`src/rtl/m68k_bus_responder.sv`:
```
// 68000 bus target: forwards Amiga cycles hitting an address window to the Pi-side request channel.
// Latency: request raised on the first synced CLK_7M fall with AS+DS low; DTACK follows the response on the next synced CLK_7M rise.
// Backpressure: req_* held stable until req_ready; BERR once TIMEOUT_CYCLES 7M falls pass without a response.
module m68k_bus_responder #(
    parameter logic [23:0] BASE_ADDR      = 24'hE90000,
    parameter logic [23:0] ADDR_MASK      = 24'hFF0000,
    parameter int          TIMEOUT_CYCLES = 64
) (
    input  logic        sys_clk,
    input  logic        nRESET,
    input  logic        CLK_7M,
    input  logic        nRESET_BUS,
    input  logic        nAS_IN,
    input  logic        RnW_IN,
    input  logic        nUDS_IN,
    input  logic        nLDS_IN,
    input  logic [22:0] A_IN,
    input  logic [15:0] D_IN,
    output logic [15:0] D_OUT,
    output logic        D_OE,
    output logic        nDTACK_OE,
    output logic        nBERR_OE,
    output logic        req_valid,
    input  logic        req_ready,
    output logic [23:0] req_addr,
    output logic        req_read,
    output logic [1:0]  req_be,
    output logic [15:0] req_wdata,
    input  logic        rsp_valid,
    input  logic [15:0] rsp_data,
    output logic        bus_error
);

    localparam int          CW       = $clog2(TIMEOUT_CYCLES + 1);
    localparam logic [23:0] CMP_MASK = ADDR_MASK & 24'hFFFFFE;
    localparam logic [CW-1:0] TO_LAST = CW'(TIMEOUT_CYCLES - 1);

    typedef enum logic [2:0] {IDLE, REQ, WAIT_RSP, ACK, WAIT_NEGATE} state_t;

    logic [1:0] clk7_sync, as_sync, rnw_sync, uds_sync, lds_sync, brst_sync;
    logic       clk7_prev;

    // Strobes reset to their inactive (high) level so nothing decodes straight out of reset.
    always_ff @(posedge sys_clk or negedge nRESET) begin
        if (!nRESET) begin
            clk7_sync <= 2'b00;
            as_sync   <= 2'b11;
            rnw_sync  <= 2'b11;
            uds_sync  <= 2'b11;
            lds_sync  <= 2'b11;
            brst_sync <= 2'b00;
            clk7_prev <= 1'b0;
        end else begin
            clk7_sync <= {clk7_sync[0], CLK_7M};
            as_sync   <= {as_sync[0], nAS_IN};
            rnw_sync  <= {rnw_sync[0], RnW_IN};
            uds_sync  <= {uds_sync[0], nUDS_IN};
            lds_sync  <= {lds_sync[0], nLDS_IN};
            brst_sync <= {brst_sync[0], nRESET_BUS};
            clk7_prev <= clk7_sync[1];
        end
    end

    logic clk7_rise, clk7_fall, as_n, rnw, uds_n, lds_n, brst_n;
    logic addr_hit, decode, timeout_hit;

    assign clk7_rise = ~clk7_prev & clk7_sync[1];
    assign clk7_fall = clk7_prev & ~clk7_sync[1];
    assign as_n      = as_sync[1];
    assign rnw       = rnw_sync[1];
    assign uds_n     = uds_sync[1];
    assign lds_n     = lds_sync[1];
    assign brst_n    = brst_sync[1];

    assign addr_hit = (({A_IN, 1'b0} & CMP_MASK) == (BASE_ADDR & CMP_MASK));
    assign decode   = clk7_fall && !as_n && (!uds_n || !lds_n) && addr_hit;

    state_t        state, state_nxt;
    logic [CW-1:0] cnt, cnt_nxt;
    logic          timeout_cnt_last;
    logic [15:0]   d_out_nxt, req_wdata_nxt;
    logic [23:0]   req_addr_nxt;
    logic [1:0]    req_be_nxt;
    logic          d_oe_nxt, dtack_nxt, berr_nxt, req_valid_nxt, req_read_nxt, bus_error_nxt;

    assign timeout_cnt_last = (cnt == TO_LAST);
    assign timeout_hit      = clk7_fall && timeout_cnt_last;

    always_ff @(posedge sys_clk or negedge nRESET) begin
        if (!nRESET) begin
            state     <= IDLE;
            cnt       <= '0;
            D_OUT     <= '0;
            D_OE      <= 1'b0;
            nDTACK_OE <= 1'b0;
            nBERR_OE  <= 1'b0;
            req_valid <= 1'b0;
            req_addr  <= '0;
            req_read  <= 1'b0;
            req_be    <= '0;
            req_wdata <= '0;
            bus_error <= 1'b0;
        end else begin
            state     <= state_nxt;
            cnt       <= cnt_nxt;
            D_OUT     <= d_out_nxt;
            D_OE      <= d_oe_nxt;
            nDTACK_OE <= dtack_nxt;
            nBERR_OE  <= berr_nxt;
            req_valid <= req_valid_nxt;
            req_addr  <= req_addr_nxt;
            req_read  <= req_read_nxt;
            req_be    <= req_be_nxt;
            req_wdata <= req_wdata_nxt;
            bus_error <= bus_error_nxt;
        end
    end

    always_comb begin
        state_nxt     = state;
        cnt_nxt       = cnt;
        d_out_nxt     = D_OUT;
        d_oe_nxt      = D_OE;
        dtack_nxt     = nDTACK_OE;
        berr_nxt      = nBERR_OE;
        req_valid_nxt = req_valid;
        req_addr_nxt  = req_addr;
        req_read_nxt  = req_read;
        req_be_nxt    = req_be;
        req_wdata_nxt = req_wdata;
        bus_error_nxt = 1'b0;

        // Bus reset overrides everything and parks the block in IDLE while held.
        if (!brst_n) begin
            state_nxt     = IDLE;
            req_valid_nxt = 1'b0;
            d_oe_nxt      = 1'b0;
            dtack_nxt     = 1'b0;
            berr_nxt      = 1'b0;
        end else begin
            case (state)
                IDLE: begin
                    if (decode) begin
                        state_nxt     = REQ;
                        cnt_nxt       = '0;
                        req_valid_nxt = 1'b1;
                        req_addr_nxt  = {A_IN, 1'b0};
                        req_read_nxt  = rnw;
                        req_be_nxt    = {~uds_n, ~lds_n};
                        req_wdata_nxt = rnw ? 16'h0000 : D_IN;
                    end
                end
                REQ, WAIT_RSP: begin
                    if (as_n) begin
                        state_nxt     = IDLE;
                        req_valid_nxt = 1'b0;
                        d_oe_nxt      = 1'b0;
                        dtack_nxt     = 1'b0;
                        berr_nxt      = 1'b0;
                    end else if (timeout_hit) begin
                        // A response landing on this same cycle is intentionally dropped.
                        state_nxt     = WAIT_NEGATE;
                        cnt_nxt       = cnt + CW'(1);
                        req_valid_nxt = 1'b0;
                        berr_nxt      = 1'b1;
                        bus_error_nxt = 1'b1;
                    end else begin
                        if (clk7_fall) begin
                            cnt_nxt = cnt + CW'(1);
                        end
                        if (state == REQ) begin
                            if (req_ready) begin
                                req_valid_nxt = 1'b0;
                                state_nxt     = WAIT_RSP;
                            end
                        end else if (rsp_valid) begin
                            if (req_read) begin
                                d_out_nxt = rsp_data;
                                d_oe_nxt  = 1'b1;
                            end
                            state_nxt = ACK;
                        end
                    end
                end
                ACK: begin
                    if (clk7_rise) begin
                        dtack_nxt = 1'b1;
                        state_nxt = WAIT_NEGATE;
                    end
                end
                WAIT_NEGATE: begin
                    if (as_n) begin
                        dtack_nxt = 1'b0;
                        berr_nxt  = 1'b0;
                        d_oe_nxt  = 1'b0;
                        state_nxt = IDLE;
                    end
                end
                default: state_nxt = IDLE;
            endcase
        end
    end

endmodule

```
`config.mk`:
```
export PLATFORM = sky130hd
export DESIGN_NAME = m68k_bus_responder
export DESIGN_NICKNAME = d
export VERILOG_FILES = /design/src/rtl/m68k_bus_responder.sv
export SDC_FILE = /design/constraint.sdc
export NUM_CORES = 1
export LEC_CHECK = 0
export BUFFER_PORTS_ARGS = -buffer_cell sky130_fd_sc_hd__buf_2
export CAP_MARGIN = 20
export CORE_AREA = 2 2 93 95
export CTS_CLUSTER_DIAMETER = 60
export DETAILED_ROUTE_END_ITERATION = 8
export DIE_AREA = 0 0 95 97
export GPL_TIMING_DRIVEN = 0
export PLACE_DENSITY = 0.72
export SLEW_MARGIN = 20
export SYNTH_ARGS = -nofsm -noshare
export SYNTH_HDL_FRONTEND = slang
export SYNTH_SLANG_ARGS = --single-unit
```
`constraint.sdc`:
```
create_clock -name sys_clk -period 5.4 [get_ports sys_clk]
set_clock_uncertainty 0.2 [all_clocks]
set_input_delay 0.27 -clock sys_clk [delete_from_list [all_inputs] [get_ports sys_clk]]
set_output_delay 0.27 -clock sys_clk [all_outputs]
set_load 0.02 [all_outputs]
```
==> results by group <==
Critical path
  • FF-to-FF setup slack: 3.16 ns
  • Crit start category: register
  • Critical path arrival: 2.26 ns
  • CP endpoint kind: register
  • Setup CP Type: register to register
  • Worst endpoint required time: 5.42 ns
  • CP max FO: 10
  • Reg2Reg Depth: 7
  • Critical R2R Capture: D_OUT[11]
  • Worst reg2reg startpoint: cnt[0]

Synthesis
  • Post-synthesis xor/xnor area fraction: 1.473%
  • Synth top area share: 54.72%
  • Syn nets: 381
  • Compound-cell area share of the yosys netlist: 4.069%
  • Seq cells post-synth: 86
  • Post-synth top cells: nand2_1, dfrtp_1, nand3b_1, nor2_1, mux2_1
  • Yosys cell types: 48
  • Ys async rst share: 100.0%
  • Post-synthesis sequential area ratio: 60.61%
  • Main combinational cell family by area after synthesis: simple AND/OR/NAND/NOR gates
  • Area of the mapped netlist: 0.003567 mm²
  • Most frequent cell after synthesis: nand2_1
  • Post-synth EDFFs: 0
  • Adder and majority gate portion of the synthesized area: 0.3508%
  • Top FF cell, synth: dfrtp_1
  • Synth area leaders: dfrtp_1, nand2_1, dfstp_2
  • Ys Warns: 0
  • Post-synth top area cell: dfrtp_1
  • Mapped Cells: 315
  • Post-synthesis mux area share: 5.647%
  • Post-synthesis simple-gate area fraction: 23.57%
  • Post-Syn Area per Cell: 11.32 µm²

Routing
  • Routed wire length: 8404 µm
  • Antenna viol nets, final: 0
  • Drt via density: 4.806
  • Vias: 2970
  • Drt first pass iters: 4
  • Drt initial violations: 111
  • Post-route DRC: 0
  • Routed len/inst: 13.60 µm

Clock tree
  • Hold_buf cts: 54
  • Post-CTS Resized: 0
  • CTS max path bufs: 2
  • Clk sinks: 86
  • Clock-pin slew on the worst setup and hold paths: 0.08 ns
  • Clock root buffer: clkbuf_8
  • Postcts setup bufs: 0
  • CTS tree: built
  • Inserted Clock Buffers: 9
  • H-tree depth: 3
  • Worst-skew pair later-pin latency: 0.34 ns

Power
  • Leak: 2.785 nW
  • Combinational fraction of design power: 9.0%
  • Int Pwr: 0.9350 mW
  • Sequential Power Share: 55.2%
  • Switching Share: 22.84%
  • Max rail drop VDD: 144.9 µV
  • Total power: 1.212 mW
  • Sw power: 0.2768 mW
  • Clk pwr share: 35.8%
  • P per Cell Area: 238.1 mW/mm²

GRT
  • Met1 Usage GRT: 23.21%
  • M3 GR Usage: 3.738%
  • First-pass GRT wire length: 13860 µm
  • Vias in the first global route: 3013
  • Met2 global-route usage: 33.61%
  • GRT overflow: 0
  • Global Route Usage Sum: 19.10%
  • Busiest metal layer after global routing: met2
  • Largest net degree at the start of global routing: 51
  • Antenna violations before repair: 0

Timing
  • FMAX: 447.1 MHz
  • WHS: 0.09914 ns
  • Hold Fails Final Rpt: 0
  • Slew headroom: 56.73%
  • RSZ-0062 raised after global routing: no
  • Setup violations, final: 0
  • Minimum clock period: 2.237 ns
  • Tightest Pin Transition: 0.6463 ns
  • Pins Over Slew Limit: 0
  • Sum Neg Setup Slack: 0 ns
  • Final worst-path cycle share: 41.42%

Layout
  • Layout cells sized above 1: 35.67%
  • Number of fill cells: 661
  • Multi-input gate area: 0.001256 mm²
  • Antenna fix cells: 0
  • Area delta synth->final: 42.65%
  • Finished Core Util: 62.56%
  • Final #Nets: 574
  • Register area: 0.002162 mm²

Floorplanning
  • Die Area: 0.009215 mm²
  • I/O pin count: 129
  • Die Wd: 95 µm
  • Starting Density: 43.85%
  • Core area: 0.008134 mm²
  • Core Rows: 33
  • Die Height: 97 µm

Hold path
  • Hold endpoint: req_valid
  • Type of the most critical hold path: primary input to register
  • Min-delay src: req_ready
  • Worst Hold Path Cells: 4

Run
  • Max-cap violation count: 0

Placement
  • Placer Congestion: 0.8158
  • Hpwl dp: 5615 µm
  • Port bufs: 127

Status
  • Outcome: finished clean
layout by cell type (no fill, tap or decap), drive strengths merged, types with 5 or more instances in the layout:
| cell type | netlist | routed |
|---|---|---|
| dfstp | 8 | 8 |
| nand2 | 96 | 96 |
| nand3 | 5 | 5 |
| nand3b | 16 | 16 |
| clkbuf | 1 | 12 |
| o21ai | 8 | 8 |
| dlygate4sd3 | 0 | 54 |
| buf | 15 | 143 |
| dfrtp | 78 | 78 |
| mux2 | 17 | 17 |
| nand2b | 8 | 8 |
| xnor2 | 5 | 5 |
| nor2 | 14 | 14 |
metal layers:
metal / vias to the layer above / share of wire, %
met4: 0 / 1.5
met5: - / 0
met2: 112 / 50
met3: 16 / 5.8
met1: 1417 / 43
li1: 1425 / -
state kept, by name (all words and copies together) (netlist names):
signal / count
req_valid: 1
req_read: 1
req_be: 2
uds_sync: 2
lds_sync: 2
req_addr: 23
state: 3
cnt: 7
brst_sync: 2
nDTACK_OE: 1
clk7_sync: 2
req_wdata: 16
D_OE: 1
D_OUT: 16
rnw_sync: 2
clk7_prev: 1
nBERR_OE: 1
bus_error: 1
as_sync: 2
area by class of cell:
class,count,area share [%]
clock inverter,5,1.180
buffer,16,2.631
timing repair buffer,182,23.56
clock buffer,11,2.582
multi-input combinational,209,24.69
inverter,4,0.2951
sequential,86,42.49
tap,105,2.582
critical path, cell delays in order, from the launching register on:
cell	delay (ns)
dfrtp_1	0.40
ha_1	0.18
nand3_1	0.11
or4_4	0.44
buf_6	0.16
nand3_4	0.13
buf_6	0.17
mux2_1	0.34
kinds of logic (layout without fill, tap and decap cells):
family          after synthesis  in the layout
mux                          18             18
simple gates                162            162
fa+ha+maj                     1              1
buf+inv                      20            218
other cells                   1              1
compound gates               21             21
xor+xnor                      6              6
flops                        86             86
power by group through the flow:
stage	logic, mW	clock network (mW)	registers, mW
after floorplan	0.0287	0	0.683
after global placement	0.0752	0	0.681
after global routing	0.121	0.476	0.672
final	0.109	0.434	0.669
after detailed placement	0.0791	0	0.681
after CTS	0.109	0.453	0.669
per-stage QoR:
stage / std cells / instance area [µm²] / setup WS (ns)
global placement: 547 / 4334 / 3.172
global route: 618 / 5089 / 3.047
floorplan: 315 / 3567 / 3.333
CTS: 618 / 5089 / 3.156
detailed placement: 548 / 4357 / 3.171
finish: 618 / 5089 / 3.163
worst max-delay path by stage:
| stage | startpoint | to | slack (ns) |
|---|---|---|---|
| 2_1_floorplan | state[2] | D_OUT[0] | 3.33 |
| 3_3_place_gp | nRESET | req_wdata[8] | 3.17 |
| 3_5_place_dp | cnt[0] | D_OUT[15] | 3.17 |
| 4_1_cts | cnt[0] | D_OUT[11] | 3.16 |
| 5_1_grt | state[0] | req_wdata[14] | 3.05 |
| 6_report | cnt[0] | D_OUT[11] | 3.16 |
Note: power is estimated with default switching activity, not from simulation.
